**config.mk**
```make
export PLATFORM = sky130hd
export DESIGN_NAME = dt_sti_loader
export DESIGN_NICKNAME = d
export VERILOG_FILES = /design/src/rtl/dt_pkg.sv /design/src/rtl/dt_word_shifter.sv /design/src/rtl/dt_sti_loader.sv
export SDC_FILE = /design/constraint.sdc
export NUM_CORES = 1
export LEC_CHECK = 0
export BUFFER_PORTS_ARGS = -buffer_cell sky130_fd_sc_hd__buf_2
export CAP_MARGIN = 0
export CORE_MARGIN = 10
export CORE_UTILIZATION = 29
export CTS_CLUSTER_SIZE = 8
export DETAILED_ROUTE_END_ITERATION = 10
export HOLD_SLACK_MARGIN = 0.12
export PLACE_DENSITY = 0.54
export SYNTH_ARGS = -nofsm -noshare
export SYNTH_HDL_FRONTEND = slang
export SYNTH_HIERARCHICAL = 1
export SYNTH_SLANG_ARGS = --single-unit
```
**constraint.sdc**
```tcl
create_clock -name clk -period 5.5 [get_ports clk]
set_input_delay 1.1 -clock clk [delete_from_list [all_inputs] [get_ports clk]]
set_output_delay 1.1 -clock clk [all_outputs]
set_load 0.1 [all_outputs]
```
**src/rtl/dt_pkg.sv**
```systemverilog
// Shared definitions for the distance-transform engine: geometry, widths, FSM encodings.
// No logic; constants and a border helper only.
// Used by the sti loader and the forward/backward engine.
package dt_pkg;

    // Image geometry
    localparam int IMG_W  = 128;
    localparam int WORD_W = 16;
    localparam int NPIX   = IMG_W * IMG_W;
    localparam int NWORD  = NPIX / WORD_W;

    // Memory address widths
    localparam int STI_AW = 10;
    localparam int RES_AW = 14;
    localparam int COL_W  = 7;

    // Default pixel values written into the res RAM
    localparam logic [7:0] OBJ_VAL_DEF = 8'd1;
    localparam logic [7:0] BG_VAL_DEF  = 8'd0;

    // sti loader states
    typedef enum logic [1:0] {
        IDLE  = 2'd0,
        FETCH = 2'd1,
        WRITE = 2'd2,
        FIN   = 2'd3
    } ld_state_t;

    // Forward/backward engine states
    typedef enum logic [2:0] {
        FB_IDLE   = 3'd0,
        FB_FWD    = 3'd1,
        FB_FWD_WB = 3'd2,
        FB_BWD    = 3'd3,
        FB_BWD_WB = 3'd4,
        FB_DONE   = 3'd5
    } fb_state_t;

    // A pixel is on the border if its row or column is the first or last one.
    function automatic logic on_border(input logic [RES_AW-1:0] p);
        logic [COL_W-1:0] row;
        logic [COL_W-1:0] col;
        row = p[RES_AW-1 -: COL_W];
        col = p[COL_W-1:0];
        return (row == '0) || (row == '1) || (col == '0) || (col == '1);
    endfunction

endpackage

```
**src/rtl/dt_word_shifter.sv**
```systemverilog
// Word-to-pixel shifter: holds one sti word, MSB is the pixel currently being written.
// Latency: load/shift take effect on the next edge; nxt_msb looks one edge ahead.
// No backpressure; the loader decides every cycle whether to load, shift or hold.
module dt_word_shifter
    import dt_pkg::*;
#(
    parameter int W = WORD_W
) (
    input  logic         clk,
    input  logic         reset,
    input  logic         load,
    input  logic         shift,
    input  logic [W-1:0] din,
    output logic         nxt_msb,
    output logic         last_bit
);

    logic [W-1:0]         data;
    logic [$clog2(W)-1:0] bit_idx;

    // Word register and position of the current pixel inside it
    always_ff @(posedge clk or negedge reset) begin
        if (!reset) begin
            data    <= '0;
            bit_idx <= '0;
        end else if (load) begin
            data    <= din;
            bit_idx <= '0;
        end else if (shift) begin
            data    <= {data[W-2:0], 1'b0};
            bit_idx <= bit_idx + 1'b1;
        end
    end

    // MSB as it will be after this edge, so the loader can register res_do
    assign nxt_msb  = load ? din[W-1] : (shift ? data[W-2] : data[W-1]);
    assign last_bit = (bit_idx == '1);

endmodule

```
**src/rtl/dt_sti_loader.sv**
```systemverilog
// Expands the 1-bit sti ROM image into one 8-bit pixel per res RAM location.
// Latency: 1 fetch cycle, 16384 back-to-back write cycles, then a 1-cycle done pulse.
// No backpressure: ROM and RAM are assumed single-cycle; next word is prefetched on bit 15.
module dt_sti_loader
    import dt_pkg::*;
#(
    parameter bit         CLEAR_BORDER = 1'b1,
    parameter logic [7:0] OBJ_VAL      = OBJ_VAL_DEF,
    parameter logic [7:0] BG_VAL       = BG_VAL_DEF
) (
    input  logic              clk,
    input  logic              reset,
    input  logic              start,
    output logic              busy,
    output logic              done,
    output logic              sti_rd,
    output logic [STI_AW-1:0] sti_addr,
    input  logic [WORD_W-1:0] sti_di,
    output logic              res_wr,
    output logic              res_rd,
    output logic [RES_AW-1:0] res_addr,
    output logic [7:0]        res_do,
    output logic [RES_AW:0]   obj_count
);

    localparam logic [RES_AW-1:0] LAST_PIX  = RES_AW'(NPIX - 1);
    localparam logic [STI_AW-1:0] LAST_WORD = STI_AW'(NWORD - 1);

    ld_state_t         state;
    ld_state_t         state_nxt;
    logic [RES_AW-1:0] pix;
    logic [RES_AW-1:0] pix_nxt;
    logic [RES_AW-1:0] pix_inc;
    logic [STI_AW-1:0] wptr;
    logic [STI_AW-1:0] wptr_nxt;

    logic              busy_nxt;
    logic              done_nxt;
    logic              sti_rd_nxt;
    logic [STI_AW-1:0] sti_addr_nxt;
    logic              res_wr_nxt;
    logic [RES_AW-1:0] res_addr_nxt;
    logic [7:0]        res_do_nxt;
    logic              obj_clr;
    logic              obj_inc;

    logic              sh_load;
    logic              sh_shift;
    logic              nxt_msb;
    logic              last_bit;
    logic [RES_AW-1:0] tgt_pix;
    logic              tgt_obj;

    // A registered sti_rd means sti_di is valid now, so the shifter loads on this edge.
    // Otherwise it advances one pixel per write cycle until the word is used up.
    assign sh_load  = sti_rd;
    assign sh_shift = (state == WRITE) && !sti_rd && !last_bit;

    dt_word_shifter #(
        .W (WORD_W)
    ) u_shifter (
        .clk      (clk),
        .reset    (reset),
        .load     (sh_load),
        .shift    (sh_shift),
        .din      (sti_di),
        .nxt_msb  (nxt_msb),
        .last_bit (last_bit)
    );

    assign pix_inc = pix + 1'b1;

    // Pixel whose write is being set up on this edge and its object/background decision
    always_comb begin
        tgt_pix = (state == FETCH) ? pix : pix_inc;
        tgt_obj = nxt_msb && !(CLEAR_BORDER && on_border(tgt_pix));
    end

    // Next state and next values of every registered output
    always_comb begin
        state_nxt    = state;
        pix_nxt      = pix;
        wptr_nxt     = wptr;
        busy_nxt     = busy;
        done_nxt     = 1'b0;
        sti_rd_nxt   = 1'b0;
        sti_addr_nxt = sti_addr;
        res_wr_nxt   = 1'b0;
        res_addr_nxt = res_addr;
        res_do_nxt   = res_do;
        obj_clr      = 1'b0;
        obj_inc      = 1'b0;

        case (state)
            IDLE: begin
                busy_nxt = 1'b0;
                if (start) begin
                    state_nxt    = FETCH;
                    busy_nxt     = 1'b1;
                    sti_rd_nxt   = 1'b1;
                    sti_addr_nxt = '0;
                    wptr_nxt     = '0;
                    pix_nxt      = '0;
                    obj_clr      = 1'b1;
                end
            end

            FETCH: begin
                // Word 0 arrives on this edge; pixel 0 goes out next cycle
                state_nxt    = WRITE;
                res_wr_nxt   = 1'b1;
                res_addr_nxt = tgt_pix;
                res_do_nxt   = tgt_obj ? OBJ_VAL : BG_VAL;
                obj_inc      = tgt_obj;
            end

            WRITE: begin
                if (sti_rd) begin
                    wptr_nxt = wptr + 1'b1;
                end
                if (pix == LAST_PIX) begin
                    state_nxt = FIN;
                    busy_nxt  = 1'b0;
                    done_nxt  = 1'b1;
                end else begin
                    pix_nxt      = pix_inc;
                    res_wr_nxt   = 1'b1;
                    res_addr_nxt = tgt_pix;
                    res_do_nxt   = tgt_obj ? OBJ_VAL : BG_VAL;
                    obj_inc      = tgt_obj;
                    // Prefetch the following word during the last pixel of this one
                    if ((pix_inc[3:0] == 4'hF) && (wptr != LAST_WORD)) begin
                        sti_rd_nxt   = 1'b1;
                        sti_addr_nxt = wptr + 1'b1;
                    end
                end
            end

            FIN: begin
                state_nxt = IDLE;
                busy_nxt  = 1'b0;
            end

            default: begin
                state_nxt = IDLE;
                busy_nxt  = 1'b0;
            end
        endcase
    end

    // State, counters and output registers
    always_ff @(posedge clk or negedge reset) begin
        if (!reset) begin
            state    <= IDLE;
            pix      <= '0;
            wptr     <= '0;
            busy     <= 1'b0;
            done     <= 1'b0;
            sti_rd   <= 1'b0;
            sti_addr <= '0;
            res_wr   <= 1'b0;
            res_addr <= '0;
            res_do   <= '0;
        end else begin
            state    <= state_nxt;
            pix      <= pix_nxt;
            wptr     <= wptr_nxt;
            busy     <= busy_nxt;
            done     <= done_nxt;
            sti_rd   <= sti_rd_nxt;
            sti_addr <= sti_addr_nxt;
            res_wr   <= res_wr_nxt;
            res_addr <= res_addr_nxt;
            res_do   <= res_do_nxt;
        end
    end

    // Object pixel count, cleared on start and held after done
    always_ff @(posedge clk or negedge reset) begin
        if (!reset) begin
            obj_count <= '0;
        end else if (obj_clr) begin
            obj_count <= '0;
        end else if (obj_inc) begin
            obj_count <= obj_count + 1'b1;
        end
    end

    // This block never reads the res RAM
    assign res_rd = 1'b0;

endmodule

```
# Word-level counts from Yosys, hierarchy flattened
# Index checks and enable logic that the tools add are counted.
[word_totals] input_bits=19 register_bits=97 latchBits=0 output_inout_bits=52 memories=0 wordCells=94 romBits=0 ram_bits=0
[op_classes] reduce_logical=24 n_lt_le_gt_ge=0 n_bitwise=0 multipliers=0 n_eq_ne=14 n_mux=39 n_addsub=4 shifts=0 div_mod_pow=0
[op_table] operator="$mux 14" n=4
[op_table] operator="$pmux 14 s2" n=2
[op_table] operator="$mux 10" n=4
[op_table] operator="$pmux 10 s2" n=2
[op_table] operator="$mux 16" n=2
[op_table] operator="$mux 15" n=2
[op_table] operator="$pmux 8 s2" n=1
[op_table] operator="$add 15x1->15 const B" n=1
[op_table] operator="$add 14x1->14 const B" n=1
[op_table] operator="$eq 14x14->1 const B" n=1
[op_table] operator="$eq 7x7->1 const B" n=2
[op_table] operator="$logic_not 7->1" n=2
[op_table] operator="$mux 1" n=12
[op_table] operator="$add 10x1->10 const B" n=1
[op_table] operator="$ne 10x10->1 const B" n=1
[op_table] operator="$eq 4x4->1 const B" n=2
[op_table] operator="$mux 4" n=2
[op_table] operator="$mux 8" n=1
[op_table] operator="$pmux 2 s4" n=1
[op_table] operator="$reduce_bool 2->1" n=4
[op_table] operator="$ne 2x2->1 const B" n=3
[op_table] operator="$pmux 1 s2" n=3
[op_table] operator="$reduce_and 2->1" n=3
[op_table] operator="$reduce_and 3->1" n=2
[op_table] operator="other kinds (12)" n=22

# Depth between registers and ports, before layout
# Gate-level depths: netlist of run 1.
[logic_depth] depth_word=12 ltp_mapped=12 mapped_depth_nobuf=10

# Modules after synthesis
# The synthesis of run 1 kept the hierarchy.
[modules_own_cells] module="dt_sti_loader" instances=1 seq_area_each_um2=1751.7 cells_each=453 area_each_um2=4107.7
[modules_own_cells] module="dt_word_shifter" instances=1 seq_area_each_um2=500.5 cells_each=88 area_each_um2=942.2

# Worst setup path before layout of run 1
# No wires, ideal clock.
[synth_timing] path_kind="register to register" startpoint="reg sti_rd" endpoint="reg obj_count[11]" t_required_ns=5.422 setup_slack_ns=2.724 stages_incl_launch_ff=10 setup_ns=0.078 path_buffers=1 synth_period_minus_slack_ns=2.776 arrival_ns=2.698 cell_sequence="dfrtp_1 nand2b_1 nor2_1 buf_6 mux2i_1 o21ai_1 and3_1 nand4_2 or4_1 a21oi_1"
[synth_between] elab_chain_cells=9
[synth_rtl] element="start: declaration" line_no="dt_sti_loader.sv:16" rtl="output logic sti_rd,"
[synth_rtl] element="start signal: assignment" line_no="dt_sti_loader.sv:170" rtl="sti_rd <= sti_rd_nxt;"
[synth_rtl] element="$logic_not 1->1 *" line_no="dt_sti_loader.sv:57" rtl="assign sh_shift = (state == WRITE) && !sti_rd && !last_bit;"
[synth_rtl] element="$logic_and 1x1->1 * (2 in a row)" line_no="dt_sti_loader.sv:57"
[synth_rtl] element="named net sh_shift" line_no="dt_sti_loader.sv:48" rtl="logic sh_shift;"
[synth_rtl] element="$mux 1 * (2 in a row)" line_no="dt_word_shifter.sv:36" rtl="assign nxt_msb = load ? din[W-1] : (shift ? data[W-2] : data[W-1]);"
[synth_rtl] element="named net nxt_msb" line_no="dt_sti_loader.sv:49" rtl="logic nxt_msb;"
[synth_rtl] element="$logic_and 1x1->1 *" line_no="dt_sti_loader.sv:76" rtl="tgt_obj = nxt_msb && !(CLEAR_BORDER && on_border(tgt_pix));"
[synth_rtl] element="$mux 1" line_no="dt_sti_loader.sv:121" rtl="if (pix == LAST_PIX) begin"
[synth_rtl] element="$pmux 1 s2 *" line_no="dt_sti_loader.sv:94" rtl="case (state)"
[synth_rtl] element="$reduce_bool 2->1 (no source line) *"
[synth_rtl] element="end signal: assignment" line_no="dt_sti_loader.sv:185" rtl="obj_count <= obj_count + 1'b1;"
[synth_rtl] element="end: declaration" line_no="dt_sti_loader.sv:23" rtl="output logic [RES_AW:0] obj_count"
# The timed path passes the listed nets; every way through them passes the cells marked *.
# A chain may end at the register's enable or synchronous reset.

# Final worst setup path of run 1
[layout_timing] startpoint="reg state[1]" endpoint="reg obj_count[4]"
[layout_between] elab_chain_cells=11 word_cells_on_any_way=22 classes_between="eq/ne (4); mux (7); reduce/logical (11)"
[layout_rtl] element="start: declaration" line_no="dt_sti_loader.sv:29" rtl="ld_state_t state;"
[layout_rtl] element="start signal: assignment" line_no="dt_sti_loader.sv:165" rtl="state <= state_nxt;"
[layout_rtl] element="$eq 2x1->1" line_no="dt_sti_loader.sv:75, dt_sti_loader.sv:94"
[layout_rtl] element="$mux 14" line_no="dt_sti_loader.sv:75" rtl="tgt_pix = (state == FETCH) ? pix : pix_inc;"
[layout_rtl] element="$eq 7x7->1 / $logic_not 7->1 (equally long branches)" line_no="dt_pkg.sv:45" rtl="return (row == '0) || (row == '1) || (col == '0) || (col == '1);"
[layout_rtl] element="$logic_or 1x1->1 (3 in a row)" line_no="dt_pkg.sv:45"
[layout_rtl] element="$logic_not 1->1" line_no="dt_sti_loader.sv:76"
[layout_rtl] element="$logic_and 1x1->1" line_no="dt_sti_loader.sv:76"
[layout_rtl] element="$mux 1" line_no="dt_sti_loader.sv:121"
[layout_rtl] element="$pmux 1 s2" line_no="dt_sti_loader.sv:94"
[layout_rtl] element="$reduce_bool 2->1 (no source line)"
# Several ways; a longest one is shown, not always the timed one.

==> flow_summary.yaml, run 1 <==
run_status:
  status: "finished, final reports clean"
cts:
  numCtsBuffers: 9
  path_clk_slew_ps: 70
  numClockSinks: 90
  htree_levels: 3
  insertion_delay_ps: 350
  cts_hold_buf: 0
  ctsResizeCount: 0
  postCtsSetupRepairBufs: 0
  cts-root-buf: "clkbuf_16"
  clock_path_buffers: 2
  tritoncts: "yes"
cells_and_area:
  drive_gt1_frac: 0.170
  multi_input_area_sq_um: 2500
  fin_nets: 608
  final_area_sq_um: 5710
  regArea_sq_um: 2250
  nFillCells: 1793
  diodes: 0
  area_growth_pct: 13.1
logic_synthesis:
  ys.flop_type: "dfrtp_1"
  synthCells: 541
  async_reset_ff_frac: 1.00
  synth.cell_area_sq_um: 5050
  ys_types: 58
  ys_warn_count: 6
  syn_area_per_cell_sq_um: 9.33
  ys_seq_area_frac: 0.446
  synth_edf_count: 0
  ys_ff_latch: 90
timing:
  setup_tns_ps: 0
  slew_headroom: 0.323
  grt_setup_unrepaired: "false"
  fin_ws_ps: 1960
  skew_ps: 7.24
  fmax_ghz: 0.283
  whs_ps: 479
  min_period_ps: 3540
  timing.final.crit_share: 0.643
  tightest_slew_ps: 1010
  hold_viol: 0
  setup_viol: 0
  maxSlewViolCount: 0
floorplanning:
  pin_count: 71
  core.rowCount: 48
  fp.dieH_microns: 152
  start_util: 0.294
  dieArea_sq_um: 23100
  core_sq_um: 17200
  die_w_microns: 152
drt:
  wl_met1_microns: 5750
  maxUsedRoutingLayer: "met4"
  wire_per_inst_microns: 15.7
  drtIter0Drc: 242
  first_pass_iters: 4
  vias: 4072
  wl_met3_microns: 514
  vias_per_cell: 5.03
  antenna_left: 0
  drc: 0
  wl_met2_microns: 6200
  wl_microns: 12700
power_and_ir_drop:
  power_leakage_nw: 2.56
  p_sw_frac: 0.466
  ir_drop_mv: 0.183
  intPower_w: 0.00145
  p_per_area_nw_per_um2: 477
  pwr-share-clk: 0.224
  p_seq_frac: 0.334
  power_switching_w: 0.00127
  share_comb_of_total_power: 0.442
setup_path:
  r2r_slack_ps: 1960
  reg2reg_from: "state[1]$_DFFE_PN0P_"
  r2r_cells: 9
  worstPathMaxFanout: 23
  cp_data_arrival_time_ps: 3810
  critPathCapture: "obj_count[4]$_DFFE_PN0P_"
  setup.worst_path.end_class: "register"
  crit_type: "reg -> reg"
  start_kind: "register"
  critPathLaunch: "state[1]$_DFFE_PN0P_"
  crit_required_ps: 5770
  reg2reg_to: "obj_count[4]$_DFFE_PN0P_"
place:
  globalplace.congestion: 0.837
  hpwl_microns: 8990
  placedInstanceArea_sq_um: 5420
  dpl_worst_slack_ps: 1990
  io_buffers: 62
global_routing:
  grt_usage: 0.110
  grt_pass1_wl_microns: 21400
  grt_overflow: 0
  antenna_found_initial: 0
  grt_max_degree: 63
  grt_pass1_vias: 4049
worst_hold_path:
  min_path_cells: 2
  hold_class: "reg -> reg"
run:
  drv_cap: 0
state kept, by name, indices dropped and copies added (netlist names):
| name | cells |
|---|---|
| u_shifter/data | 16 |
| obj_count | 15 |
| pix | 14 |
| res_addr | 14 |
| sti_addr | 10 |
| wptr | 10 |
| u_shifter/bit_idx | 4 |
| state | 2 |
| busy | 1 |
| done | 1 |
| res_do | 1 |
| res_wr | 1 |
| sti_rd | 1 |
layout make-up:
cell class	instances	area share
repair buffers	66	0.0600
clock inverters	6	0.0101
well taps	225	0.0493
multi-input cells	401	0.439
clock buffers	10	0.0401
flip-flops and latches	90	0.394
inverters	11	0.00723
power by group through the flow:
stage	Combinational [W]	Sequential [W]	Clock [W]
2_1_floorplan	0.000724	0.00117	0
3_3_place_gp	0.00119	0.000915	0
3_5_place_dp	0.00121	0.000925	0
4_1_cts	0.00121	0.000912	0.000631
5_1_grt	0.00132	0.000931	0.000656
6_report	0.00120	0.000909	0.000610
cell usage after synthesis (all sizes together), types with 2 or more instances:
library cell / instances / share of area
a2111oi: 2 / 0.0072
a21o: 3 / 0.0045
a21oi: 19 / 0.019
a31oi: 3 / 0.0037
and2: 3 / 0.0037
and3: 11 / 0.014
and4: 3 / 0.0052
buf: 31 / 0.044
clkbuf: 15 / 0.011
dfrtp: 90 / 0.45
ha: 10 / 0.025
inv: 11 / 0.0082
mux2: 3 / 0.0067
mux2i: 17 / 0.034
nand2: 73 / 0.054
nand2b: 6 / 0.0074
nand3: 20 / 0.022
nand3b: 3 / 0.0045
nand4: 11 / 0.022
nand4b: 2 / 0.0035
nor2: 41 / 0.031
nor2b: 3 / 0.0037
nor3b: 2 / 0.0040
nor4: 4 / 0.0074
o211ai: 2 / 0.0030
o21ai: 60 / 0.059
o31ai: 31 / 0.046
o41ai: 5 / 0.0087
or2: 2 / 0.0025
or3: 6 / 0.0074
or4: 11 / 0.017
xnor2: 11 / 0.019
xor2: 15 / 0.026
cell families after synthesis:
group                    count (synthesis)  share of synthesized area
AND/OR/NAND/NOR                        204                      0.214
AO/OA/AOI/OAI                          133                      0.165
flip-flops                              90                      0.446
buffers and inverters                   57                     0.0637
XOR/XNOR                                26                     0.0451
multiplexers                            20                     0.0404
adder cells (fa/ha/maj)                 10                     0.0248
other                                    1                   0.000743
metal layers:
| metal | global-route usage | vias up |
|---|---|---|
| met5 | 0 | - |
| met1 | 0.136 | 1993 |
| li1 | - | 1989 |
| met4 | 0.0459 | 0 |
| met3 | 0.0268 | 15 |
| met2 | 0.179 | 75 |
critical path, cell delays in order, from the launching register on:
cell and delay (ps):
dfrtp_1 410, inv_1 130, ha_1 710, and4b_1 370, and3_1 200, o221ai_1 190
mux2_2 260, nand4_2 410, or4_1 620, a21oi_1 150
through the flow:
step	power [W]	std cells	utilization
after floorplan	0.00189	548	-
after global placement	0.00210	793	0.316
after detailed placement	0.00213	793	0.316
after CTS	0.00275	809	0.332
after global routing	0.00291	809	0.332
final	0.00272	809	0.332
how the worst min path moves through the flow:
| stage | start | to |
|---|---|---|
| 3_5_place_dp | sti_addr[6]$_DFFE_PN0P_ | sti_addr[6]$_DFFE_PN0P_ |
| 2_1_floorplan | wptr[1]$_DFFE_PN0P_ | wptr[1]$_DFFE_PN0P_ |
| 3_3_place_gp | res_addr[9]$_DFFE_PN0P_ | res_addr[9]$_DFFE_PN0P_ |
| 5_1_grt | sti_addr[6]$_DFFE_PN0P_ | sti_addr[6]$_DFFE_PN0P_ |
| 6_report | sti_addr[3]$_DFFE_PN0P_ | sti_addr[3]$_DFFE_PN0P_ |
| 4_1_cts | sti_addr[3]$_DFFE_PN0P_ | sti_addr[3]$_DFFE_PN0P_ |
layout by cell type (no fill, tap or decap), types with 4 or more instances in the layout:
master	instances
or3_1	6
nand3_1	19
or4_1	10
buf_4	5
a21oi_1	19
o21ai_0	38
nand2b_1	6
and3_1	11
clkinv_2	4
conb_1	8
o21ai_1	22
xnor2_1	11
nand2_1	73
o41ai_1	5
buf_2	61
inv_1	11
nor2_1	39
mux2i_1	17
nand4_1	7
dfrtp_1	90
o31ai_1	31
clkbuf_16	9
xor2_1	15
ha_1	10
(Power assumes the default switching activity.)
==> run 2: changes to the inputs <==
--- a/config.mk
+++ b/config.mk
@@ -5,6 +5,7 @@
 export SDC_FILE = /design/constraint.sdc
 export NUM_CORES = 1
 export LEC_CHECK = 0
+export ABC_AREA = 1
 export BUFFER_PORTS_ARGS = -buffer_cell sky130_fd_sc_hd__buf_2
 export CAP_MARGIN = 0
 export CORE_MARGIN = 10
@@ -12,7 +13,7 @@
 export CTS_CLUSTER_SIZE = 8
 export DETAILED_ROUTE_END_ITERATION = 10
 export HOLD_SLACK_MARGIN = 0.12
-export PLACE_DENSITY = 0.54
+export PLACE_DENSITY = 0.56
 export SYNTH_ARGS = -nofsm -noshare
 export SYNTH_HDL_FRONTEND = slang
 export SYNTH_HIERARCHICAL = 1
==> constraint.sdc (replaced) <==
create_clock -name clk -period 2.9 [get_ports clk]
set_input_delay 0.58 -clock clk [delete_from_list [all_inputs] [get_ports clk]]
set_output_delay 0.58 -clock clk [all_outputs]
set_load 0.1 [all_outputs]
==> flow_summary.yaml, run 2 <==
timing:
  tightest_slew_ps: 703
  hold_viol: 0
  skew_ps: 5.31
  setup_viol: 0
  grt_setup_unrepaired: "false"
  maxSlewViolCount: 0
  fmax_ghz: 0.382
  timing.final.crit_share: 0.902
  min_period_ps: 2620
  setup_tns_ps: 0
  fin_ws_ps: 284
  slew_headroom: 0.530
power_and_ir_drop:
  power_leakage_nw: 3.05
  ir_drop_mv: 0.471
  p_per_area_nw_per_um2: 1040
  power_w: 0.00621
global_routing:
  grt_max_degree: 55
  grt_pass1_vias: 4181
  grt_pass1_wl_microns: 21600
  antenna_found_initial: 0
  grt_overflow: 0
  grt_usage: 0.111
drt:
  first_pass_iters: 4
  wl_microns: 12800
  drc: 0
  antenna_left: 0
  vias_per_cell: 4.59
  wire_per_inst_microns: 13.4
  vias: 4381
  drtIter0Drc: 244
setup_path:
  cpMostUsedCell: "nand2_1"
  r2r_cells: 15
  r2r_slack_ps: 280
  crit_family: "simple AND/OR/NAND/NOR gates"
  crit_type: "reg -> reg"
  crit_required_ps: 3180
  crit_buf_inv: 3
  start_kind: "register"
  cp_slowest_cell: "ha_1"
  cp.depth: 15
  cp_data_arrival_time_ps: 2900
  setup.worst_path.end_class: "register"
  worstPathMaxFanout: 16
  crit_chain: "inv_1 > ha_1 > clkinvlp_4 > buf_4 > nand2_1 > nand2_1 > nand3_1 > nor2_1 > nand2_1 > nand2_1 > nor2_2 > nand2_2 > nor2_4 > nand4_1 > nand2_1"
  slowest_delay_ps: 430
cts:
  path_clk_slew_ps: 70
  cts-root-buf: "clkbuf_16"
  htree_levels: 3
  numCtsBuffers: 9
  numClockSinks: 90
  cts_hold_buf: 0
  tritoncts: "yes"
  clock_path_buffers: 2
  insertion_delay_ps: 340
logic_synthesis:
  ys.flop_type: "dfrtp_1"
  synthCells: 656
  yosysMostFrequentCell: "nand2_1"
  yosys.area.top_type: "dfrtp_1"
  synthTopCellsByArea: "dfrtp_1, nand2_1, nand3_1, inv_1, nor2_1"
  synth_commonest_cells: "nand2_1, dfrtp_1, inv_1"
  async_reset_ff_frac: 1.00
  synth_edf_count: 0
  ys_seq_area_frac: 0.446
  ys_ff_latch: 90
  syn_area_per_cell_sq_um: 7.70
  ys_types: 38
  synth.cell_area_sq_um: 5050
  ys_warn_count: 6
  synth_top_area_share: 0.446
cells_and_area:
  largestRegisters: "u_shifter/data x16, obj_count x15"
  diodes: 0
  largest-register: "u_shifter/data"
  largest_register_ffs: 16
  nFillCells: 1875
  area_growth_pct: 18.0
  mostFrequentLayoutCell: "nand2_1"
  drive_gt1_frac: 0.193
  fin_nets: 753
  layout_common_cells: "nand2_1, dfrtp_1, buf_2, inv_1, nand3_1"
floorplanning:
  fp.dieH_microns: 152
  pin_count: 71
  die_w_microns: 152
  core.rowCount: 48
  dieArea_sq_um: 23100
  core_sq_um: 17200
  start_util: 0.294
run:
  drv_cap: 0
place:
  io_buffers: 62
  globalplace.congestion: 0.860
  hpwl_microns: 9500
  dpl_worst_slack_ps: 237
worst_hold_path:
  hold_class: "in -> async"
run_status:
  status: "finished, final reports clean"
-- run 2: cell count changes after synthesis, moves of 12 or more --
| cell | change |
|---|---|
| nand3_1 | +36 |
| inv_1 | +46 |
| o31ai_1 | -30 |
| nand3_2 | +12 |
| nand2_1 | +142 |
| o21ai_1 | -21 |
| mux2i_1 | -17 |
| nand4_1 | +15 |
| nand2_2 | +14 |
-- run 2: final timing paths --
| path | startpoint | endpoint |
|---|---|---|
| min | reset | sti_addr[2]$_DFFE_PN0P_ |
| min reg2reg | sti_addr[6]$_DFFE_PN0P_ | sti_addr[6]$_DFFE_PN0P_ |
| max in group asynchronous | reset | res_addr[7]$_DFFE_PN0P_ |
| max reg2reg | state[1]$_DFFE_PN0P_ | obj_count[7]$_DFFE_PN0P_ |
| max | state[1]$_DFFE_PN0P_ | obj_count[7]$_DFFE_PN0P_ |
| min in group clk | sti_di[0] | u_shifter/data[0]$_DFFE_PN0P_ |
-- run 2: cells by family after synthesis --
logic type | count (synthesis) | synth area share
xor gates and xnor gates | 14 | 0.0243
AOI/OAI and AO/OA | 63 | 0.0698
adders and majority gates | 10 | 0.0248
other | 1 | 0.000742
DFF | 90 | 0.446
and+or+nand+nor | 386 | 0.349
buffers and inverters | 92 | 0.0857
-- run 2: power by group --
group / switching (W) / total (W) / internal (W)
Clock: 0.000513 / 0.00132 / 0.000807
Sequential: 0.000211 / 0.00176 / 0.00155
Combinational: 0.00238 / 0.00313 / 0.000742
-- run 2: worst register-to-register path, delay by kind of cell (launching register included) --
family | cells | cell delay (ps)
adder cells (fa/ha/maj) | 1 | 430
AND/OR/NAND/NOR | 11 | 1280
buffers and inverters | 3 | 460
flip-flops | 1 | 400
-- run 2: final cells by class --
class / instances / area (sq um) / share of cell area
multi-input combinational: 481 / 2400 / 0.403
clock inverter: 5 / 85.1 / 0.0143
tap: 225 / 282 / 0.0472
timing repair buffer: 78 / 445 / 0.0747
clock buffer: 11 / 253 / 0.0424
inverter: 64 / 244 / 0.0409
sequential: 90 / 2250 / 0.378
-- run 2: layer usage --
| metal | share of wire | vias to the layer above | global-route usage |
|---|---|---|---|
| met2 | 0.47 | 80 | 0.178 |
| met5 | 0 | - | 0 |
| met4 | 0.011 | 0 | 0.0316 |
| li1 | - | 2244 | - |
| met1 | 0.47 | 2046 | 0.143 |
| met3 | 0.044 | 11 | 0.0268 |
-- run 2: what timing repair did --
action	CTS	global route
endpoints found under the hold margin	0	0
setup buffers	0	4
setup endpoints to repair	0	15
gates resized for setup	0	2
-- run 2: metrics by stage --
step	instance area [sq um]	cells	utilization	hold slack, ps
2_1_floorplan	5080	663	-	284
3_3_place_gp	5580	934	0.325	462
3_5_place_dp	5580	934	0.325	464
4_1_cts	5920	950	0.345	218
5_1_grt	5960	954	0.347	237
6_report	5960	954	0.347	204
